--- src/rtl/spatz_vlsu_addrgen.sv ---
// Vector LSU address/strobe generator: expands one unit-stride or strided op into per-port word beats.
// Latency: first beat one cycle after accept; per-port valid/ready backpressure, ports advance independently.
module spatz_vlsu_addrgen #(
    parameter int unsigned NrMemPorts = 4,
    parameter int unsigned ElenB      = 4,
    parameter int unsigned VlWidth    = 16,
    parameter int unsigned AddrWidth  = 32
) (
    input  logic                            clk_i,
    input  logic                            rst_ni,
    input  logic                            req_valid_i,
    output logic                            req_ready_o,
    input  logic [AddrWidth-1:0]            req_base_i,
    input  logic [AddrWidth-1:0]            req_stride_i,
    input  logic                            req_strided_i,
    input  logic [VlWidth-1:0]              req_vl_i,
    input  logic [1:0]                      req_vsew_i,
    output logic [NrMemPorts-1:0]           port_valid_o,
    input  logic [NrMemPorts-1:0]           port_ready_i,
    output logic [NrMemPorts*AddrWidth-1:0] port_addr_o,
    output logic [NrMemPorts*ElenB-1:0]     port_strb_o,
    output logic [NrMemPorts-1:0]           port_last_o,
    output logic                            busy_o,
    output logic                            done_o
);
    localparam int unsigned LB = $clog2(ElenB);
    localparam int unsigned LP = $clog2(NrMemPorts);
    localparam int unsigned PW = (LP > 0) ? LP : 1;
    localparam int unsigned CW = VlWidth + 3;
    localparam int unsigned MW = 2 * ElenB;

    typedef enum logic {IDLE, RUN} state_e;

    state_e                 state_q, state_d;
    logic                   word_q, word_d;
    logic [1:0]             vsew_q, vsew_d;
    logic [AddrWidth-1:0]   inc_q, inc_d;
    logic [ElenB-1:0]       tail_q, tail_d;
    logic [PW-1:0]          fin_q, fin_d;
    logic                   done_q, done_d;
    logic [NrMemPorts-1:0]  valid_q, valid_d, last_q, last_d;
    logic [AddrWidth-1:0]   cur_q  [NrMemPorts];
    logic [AddrWidth-1:0]   cur_d  [NrMemPorts];
    logic [AddrWidth-1:0]   addr_q [NrMemPorts];
    logic [AddrWidth-1:0]   addr_d [NrMemPorts];
    logic [CW-1:0]          cnt_q  [NrMemPorts];
    logic [CW-1:0]          cnt_d  [NrMemPorts];
    logic [ElenB-1:0]       strb_q [NrMemPorts];
    logic [ElenB-1:0]       strb_d [NrMemPorts];

    // Only the globally final word of a word-mode op carries a partial strobe.
    function automatic logic [ElenB-1:0] beat_strb(input logic word, input logic [1:0] vsew,
                                                   input logic [ElenB-1:0] tail,
                                                   input logic is_final, input logic [LB-1:0] off);
        logic [7:0]    emask;
        logic [MW-1:0] m;
        case (vsew)
            2'd0:    emask = 8'h01;
            2'd1:    emask = 8'h03;
            2'd2:    emask = 8'h0F;
            default: emask = 8'hFF;
        endcase
        m = MW'(emask) << off;
        if (word) return is_final ? tail : '1;
        return m[ElenB-1:0];
    endfunction

    always_comb begin
        logic [CW-1:0]        bytes, nbeats, bmod, n;
        logic [AddrWidth-1:0] step, acc;
        logic                 word;
        bytes  = CW'(req_vl_i) << req_vsew_i;
        word   = !req_strided_i && (req_base_i[LB-1:0] == '0);
        nbeats = word ? ((bytes + CW'(ElenB - 1)) >> LB) : CW'(req_vl_i);
        bmod   = bytes & CW'(ElenB - 1);
        step   = word ? AddrWidth'(ElenB)
                      : (req_strided_i ? req_stride_i : (AddrWidth'(1) << req_vsew_i));
        acc    = req_base_i;
        n      = '0;

        state_d = state_q;
        word_d  = word_q;
        vsew_d  = vsew_q;
        inc_d   = inc_q;
        tail_d  = tail_q;
        fin_d   = fin_q;
        done_d  = 1'b0;
        valid_d = valid_q;
        last_d  = last_q;
        cur_d   = cur_q;
        cnt_d   = cnt_q;
        addr_d  = addr_q;
        strb_d  = strb_q;

        case (state_q)
            IDLE: begin
                if (req_valid_i) begin
                    word_d = word;
                    vsew_d = req_vsew_i;
                    inc_d  = step << LP;
                    tail_d = (bmod == '0) ? '1 : ~({ElenB{1'b1}} << bmod[LB-1:0]);
                    fin_d  = PW'((nbeats - CW'(1)) & CW'(NrMemPorts - 1));
                    if (req_vl_i == '0) done_d  = 1'b1;
                    else                state_d = RUN;
                    // Per-port start addresses come from a running sum, not a multiply.
                    for (int i = 0; i < NrMemPorts; i++) begin
                        n = (nbeats >> LP)
                          + ((CW'(i) < (nbeats & CW'(NrMemPorts - 1))) ? CW'(1) : CW'(0));
                        cur_d[i]   = acc;
                        cnt_d[i]   = n;
                        valid_d[i] = (n != '0);
                        last_d[i]  = (n == CW'(1));
                        addr_d[i]  = acc & ~AddrWidth'(ElenB - 1);
                        strb_d[i]  = beat_strb(word, req_vsew_i, tail_d,
                                               last_d[i] && (PW'(i) == fin_d), acc[LB-1:0]);
                        acc        = acc + step;
                    end
                end
            end
            RUN: begin
                for (int i = 0; i < NrMemPorts; i++) begin
                    if (valid_q[i] && port_ready_i[i]) begin
                        if (cnt_q[i] == CW'(1)) begin
                            valid_d[i] = 1'b0;
                            last_d[i]  = 1'b0;
                        end else begin
                            cur_d[i]   = cur_q[i] + inc_q;
                            cnt_d[i]   = cnt_q[i] - CW'(1);
                            last_d[i]  = (cnt_d[i] == CW'(1));
                            addr_d[i]  = cur_d[i] & ~AddrWidth'(ElenB - 1);
                            strb_d[i]  = beat_strb(word_q, vsew_q, tail_q,
                                                   last_d[i] && (PW'(i) == fin_q), cur_d[i][LB-1:0]);
                        end
                    end
                end
                if (valid_d == '0) begin
                    state_d = IDLE;
                    done_d  = 1'b1;
                end
            end
            default: state_d = IDLE;
        endcase
    end

    always_ff @(posedge clk_i or negedge rst_ni) begin
        if (!rst_ni) begin
            state_q <= IDLE;
            word_q  <= 1'b0;
            vsew_q  <= '0;
            inc_q   <= '0;
            tail_q  <= '0;
            fin_q   <= '0;
            done_q  <= 1'b0;
            valid_q <= '0;
            last_q  <= '0;
            for (int i = 0; i < NrMemPorts; i++) begin
                cur_q[i]  <= '0;
                cnt_q[i]  <= '0;
                addr_q[i] <= '0;
                strb_q[i] <= '0;
            end
        end else begin
            state_q <= state_d;
            word_q  <= word_d;
            vsew_q  <= vsew_d;
            inc_q   <= inc_d;
            tail_q  <= tail_d;
            fin_q   <= fin_d;
            done_q  <= done_d;
            valid_q <= valid_d;
            last_q  <= last_d;
            cur_q   <= cur_d;
            cnt_q   <= cnt_d;
            addr_q  <= addr_d;
            strb_q  <= strb_d;
        end
    end

    for (genvar g = 0; g < NrMemPorts; g++) begin : gen_port
        assign port_addr_o[g*AddrWidth +: AddrWidth] = addr_q[g];
        assign port_strb_o[g*ElenB +: ElenB]         = strb_q[g];

        // An element must fit inside one port word.
        assert property (@(posedge clk_i) disable iff (!rst_ni)
            (valid_q[g] && !word_q) |->
            ((32'(cur_q[g][LB-1:0]) + (32'd1 << vsew_q)) <= 32'(ElenB)));
    end

    assign port_valid_o = valid_q;
    assign port_last_o  = last_q;
    assign req_ready_o  = (state_q == IDLE);
    assign busy_o       = (state_q == RUN);
    assign done_o       = done_q;

endmodule
--- config.mk ---
export PLATFORM = sky130hd
export DESIGN_NAME = spatz_vlsu_addrgen
export DESIGN_NICKNAME = d
export VERILOG_FILES = /design/src/rtl/spatz_vlsu_addrgen.sv
export SDC_FILE = /design/constraint.sdc
export NUM_CORES = 1
export LEC_CHECK = 0
export CORE_ASPECT_RATIO = 0.6
export CORE_MARGIN = 5
export CORE_UTILIZATION = 36
export CTS_BUF_LIST = sky130_fd_sc_hd__clkbuf_8
export CTS_CLUSTER_DIAMETER = 80
export CTS_CLUSTER_SIZE = 8
export DETAILED_ROUTE_END_ITERATION = 6
export SYNTH_ARGS = -nofsm -noshare
export SYNTH_HDL_FRONTEND = slang
export SYNTH_SLANG_ARGS = --single-unit
--- constraint.sdc ---
create_clock -name clk_i -period 3.2 [get_ports clk_i]
set_input_delay 0.32 -clock clk_i [delete_from_list [all_inputs] [get_ports clk_i]]
set_output_delay 0.32 -clock clk_i [all_outputs]
set_load 0.01 [all_outputs]
# [Word-level counts from Yosys, hierarchy flattened]
# Index checks and enable logic that the tools add are counted.
[op_classes] n_addsub=17 n_lt_le_gt_ge=4 n_eq_ne=31 n_shift=11 n_mux=136 n_bitwise=2 reduce_logical=35
[op_table] op="32-bit two-way mux" count=18
[op_table] op="128-bit one-hot mux with 2 select lines" count=2
[op_table] op="128-bit two-way mux" count=2
[op_table] op="32-bit adder" count=7
[op_table] op="19-bit by 1-bit equality test with 1-bit output (second input constant)" count=8
[op_table] op="19-bit two-way mux" count=8
[op_table] op="76-bit one-hot mux with 2 select lines" count=1
[op_table] op="4-bit two-way mux" count=35
[op_table] op="8-bit two-way mux" count=14
[op_table] op="76-bit two-way mux" count=1
[op_table] op="19-bit nonzero test" count=4
[op_table] op="19-bit by 1-bit subtractor with 19-bit output (second input constant)" count=4
[op_table] op="15-bit by 1-bit adder with 16-bit output" count=4
[op_table] op="16-bit by 1-bit equality test with 1-bit output (second input constant)" count=4
[op_table] op="8-bit by 2-bit left shift with 4-bit output" count=8
[op_table] op="8-bit one-hot mux with 3 select lines" count=2
[op_table] op="1-bit two-way mux" count=46
[op_table] op="16-bit one-hot mux with 2 select lines" count=1
[op_table] op="1-bit by 2-bit left shift with 32-bit output (first input constant)" count=1
[op_table] op="19-bit by 2-bit adder with 19-bit output (second input constant)" count=1
[op_table] op="19-bit zero test" count=1
[op_table] op="16-bit by 2-bit left shift with 19-bit output" count=1
[op_table] op="17-bit two-way mux" count=1
[op_table] op="16-bit zero test" count=1
[op_table] op="21 further kinds" count=61
[word_totals] register_bits=397 input_bits=90 out_inout_bits=155 wordCells=264

# [Longest topological paths before layout]
[logic_depth] depth_word=13 mapped_depth=39 depth_no_buf=35

# [Least setup slack after synthesis]
# No wires, ideal clock.
[synth_timing] path_kind="input to register" start="input port req_vsew_i[1]" end="register addr_q (netlist bit port_addr_o[127])" setup_ns=0.090 arrival_time_ns=7.883 required_ns=3.110 path_slack_ns=-4.773 path_stages=37 n_path_buf=3 cell_sequence="buf_2 buf_2 clkbuf_1 o41ai_1 ha_1 inv_1 fa_1 nor2b_1 o21ai_0 a21boi_0 o21ai_0 nand2_1 a21o_1 a21oi_1 xnor2_1 ha_1 and3_1 a221oi_1 a21boi_0 a31oi_1 o21bai_1 o21ai_0 nor2b_1 xnor2_1 ha_1 and4_1 and3_1 a21oi_1 o2111ai_1 a2111oi_0 o31ai_1 a21o_1 a21o_1 a21o_1 a21oi_1 xnor3_1 o221ai_1"
[synth_via] elab_chain_len=8
[synth_lines] item="from (decl)" line="17" text="input logic [1:0] req_vsew_i,"
[synth_lines] item="1-bit by 2-bit left shift with 32-bit output *" line="77" text=": (req_strided_i ? req_stride_i : (AddrWidth'(1) << req_vsew_i));"
[synth_lines] item="32-bit two-way mux *" line="77"
[synth_lines] item="32-bit two-way mux *" line="76" text="step = word ? AddrWidth'(ElenB)"
[synth_lines] item="32-bit adder (2 in series)" line="116" text="acc = acc + step;"
[synth_lines] item="32-bit adder *" line="116"
[synth_lines] item="128-bit two-way mux *" line="97" text="if (req_valid_i) begin"
[synth_lines] item="128-bit one-hot mux with 2 select lines *" line="95" text="case (state_q)"
[synth_lines] item="to (signal assigned)" line="174" text="addr_q <= addr_d;"
[synth_lines] item="to (decl)" line="44" text="logic [AddrWidth-1:0] addr_q [NrMemPorts];"
# Mark *: on every way between the ends. The rest lies on a longest branch, timed or not. The select of a mux whose other input is x is not followed.
# A chain may end at the register's enable or synchronous reset.

# [Worst setup path after layout]
[layout_timing] start="input port req_vsew_i[0]" end="register addr_q (netlist bit port_addr_o[127])"
# Same word-level chain as after synthesis.

==> impl_metrics.toml <==
[place]
hpwl_um = 90010
io_buffer_count = 236
dp.cells = 5384
place.gp.congestion = 0.9712
dp_slack_ns = -4.399

[worst_setup_path]
reg2regPathDepth = 20
crit_type = "in2reg"
crit_arrival_ns = 6.83
crit_required_ns = 3.75
slowest_stage = "o41ai_4"
crit_path_max_incr_delay_ns = 0.37
path_max_fanout = 6
cp-start-kind = "input port"
worstSetupEndpointType = "flip-flop"
ff2ff_setup_slack_ns = -1.20
cp_common_cell = "a21o_1"
rr_endpoint = "cur_q[62]"
regToRegStartpoint = "inc_q[2]"

[worst_hold_path]
min_path_cells = 4
hp-start = "req_vsew_i[0]"
hp-class = "in2reg"
hold-path-endpoint = "vsew_q[0]"

[yosys]
synth-seq-cells = 267
synthTopCellsByCount = "nand2_1, a21oi_1, nor2_1"
synth_edf_count = 0
synthFlopType = "dfrtp_1"
synth_cell_types = 102
synth_area_leader_cell = "dfrtp_1"
synthArstFlopShare_pct = 100.0
netlist.area_leader.share_pct = 24.44
syn_inst = 3432
netlist_top_cells_area = "dfrtp_1, ha_1, a21oi_1, xnor2_1, o21ai_0"
synth.avg_cell_area_um2 = 7.965
yosysWarnings = 0
yosysMostFrequentCell = "nand2_1"
synth_area_um2 = 27340
seq_area_frac_synth_pct = 24.44

[die]
rows = 78
die_area_um2 = 81730
die_w_um = 365.7
io_pins = 245
initial_core_util_pct = 36.24
core_um2 = 75440
die_h_um = 223.5

[power]
power_density_nw_per_um2 = 860.4
p_leak_nw = 19.34
peakVddDrop_uv = 467.8

[detailed_routing]
drtIter0Drc = 3054
via_per_inst = 5.579
routedWlPerCell_um = 21.39
wl_um = 118400
dr.pass1.iters = 7
vias = 30880
drc = 3
drtAntennaViolNets = 0

[grt]
grt_overflow = 0
antenna_found_initial = 4
grt_max_degree = 98
grt_pass1_vias = 28940
grt_use_total_pct = 27.50
grt_pass1_wl_um = 176800

[run_status]
violations = "DRC, setup timing"
outcome = "finished, violations left"

[timing]
clock_skew_ns = 0.05948
fmax_mhz = 159.3
worst-slew-pin-transition_ns = 0.8078
tns_ns = -95.57
finalSetupViolations = 100
period_needed_ns = 6.278
fin_crit_sh_pct = 196.2
hold_viol_final = 0
rsz0062_at_grt = "yes"
finalWorstSetupSlack_ns = -3.078
whs_ns = 0.1410
relSlewSlack_pct = 45.95
finalMaxSlewViolations = 0

[job]
drv_cap = 0

[clock_tree]
root_buffer = "clkbuf_8"
numCtsBuffers = 39
cts_tree = "yes"
insertion_delay_ns = 0.68
clock-sinks = 267
cts-htree-levels = 2
clk_path_buf_depth = 3
cts.reportedPaths.clkPinSlew_ns = 0.07

[final_layout]
nets = 4861
drive_gt1_share_pct = 35.32
fin_cells = 5534
area_delta_synth_final_pct = 51.37
## cells by family (layout without fill, tap and decap cells)
kind of cell / after synthesis / in the layout / synth area share, %
compound gates: 1092 / 1092 / 25.26
other cells: 1 / 9 / 0.01372
xor+xnor: 237 / 237 / 7.671
fa+ha+maj: 242 / 242 / 11.27
mux: 98 / 98 / 4.229
flops: 267 / 267 / 24.44
simple gates: 1123 / 1123 / 20.05
buf+inv: 372 / 1466 / 7.067
## where the power goes
| group | total (W) | internal [W] | switching, W |
|---|---|---|---|
| sequential | 0.00621 | 0.00485 | 0.00137 |
| combinational | 0.0266 | 0.0134 | 0.0132 |
| clock | 0.00276 | 0.00113 | 0.00163 |
| total | 0.0356 | 0.0194 | 0.0162 |
## sequential cells by signal, summed over array words and instances, names as in the netlist
signal,cells
cur_q,123
vsew_q,2
tail_q,4
word_q,1
done_o,1
port_strb_o,16
inc_q,30
busy_o,1
port_valid_o,4
fin_q,2
port_last_o,4
port_addr_o,3
cnt_q,76
## layout make-up
class                      instances  area, um^2
clock inverter                     5       37.54
clock buffer                      40       550.5
sequential                       267        6685
inverter                          97       371.6
antenna                            1       2.502
multi-input combinational       2800       21370
timing repair buffer            1324       11110
fill                            6856       34060
tap                             1000        1251
## cell usage in the layout (no fill, tap or decap), drive strengths merged, types with 14 or more instances in the layout
master	n
nand3	85
nand2b	44
a21oi	304
nor2b	41
mux2i	54
inv	101
xor2	66
o221ai	15
nor2	288
o22ai	20
o21ai	281
o21a	39
clkdlybuf4s50	216
mux2	34
clkbuf	41
o31ai	25
or3	36
o21bai	20
nor4	28
a211oi	50
a31oi	47
o211ai	22
nor3	109
dfrtp	267
and3	32
a21o	111
nand3b	14
ha	235
a21boi	15
buf	1091
nand4	33
xnor2	170
and2	48
nand2	305
a22oi	17
## routing by layer
layer  wire length, um  part of all wire, %  global-route usage (%)
met1             57110                   48                   41.96
met2             46830                   40                   37.33
met3             12410                   10                   8.832
met4              1979                  1.7                   5.385
met5                33                0.028                       0
## what timing repair did
| item | in CTS | in global routing |
|---|---|---|
| pin swaps | 183 | 174 |
| endpoints found under the setup margin | 146 | 144 |
| gates resized for setup | 320 | 231 |
| hold endpoints to repair | 58 | 0 |
| hold buffers | 1 | 0 |
| buffers inserted | 79 | 53 |
| gates cloned | 2 | 0 |
## how the worst max path moves through the flow
stage | startpoint | endpoint | slack (ns) | cells past startpoint
2_1_floorplan | req_vsew_i[0] | port_addr_o[127] | -3.57 | 37
3_3_place_gp | req_base_i[1] | port_addr_o[127] | -4.32 | 37
3_5_place_dp | req_base_i[1] | port_addr_o[127] | -4.40 | 37
4_1_cts | req_base_i[1] | port_addr_o[127] | -3.04 | 39
5_1_grt | req_vsew_i[0] | port_addr_o[127] | -3.34 | 37
6_report | req_vsew_i[0] | port_addr_o[127] | -3.08 | 37
## through the flow
| stage | total power [W] | utilization (%) | area (um^2) |
|---|---|---|---|
| floorplan | 0.02024 | - | 27940 |
| global placement | 0.03011 | 49.77 | 37550 |
| global route | 0.03829 | 54.85 | 41380 |
| detailed placement | 0.03045 | 49.77 | 37550 |
| finish | 0.03560 | 54.85 | 41380 |
| CTS | 0.03455 | 53.12 | 40080 |
## worst max-delay path: cells and delay by family
kind | cells | cell delay [ns]
xor+xnor | 3 | 0.48
simple gates | 5 | 0.70
buf+inv | 5 | 0.63
fa+ha+maj | 4 | 1.28
compound gates | 20 | 3.42
No activity file was read; power rests on OpenSTA's default activity.
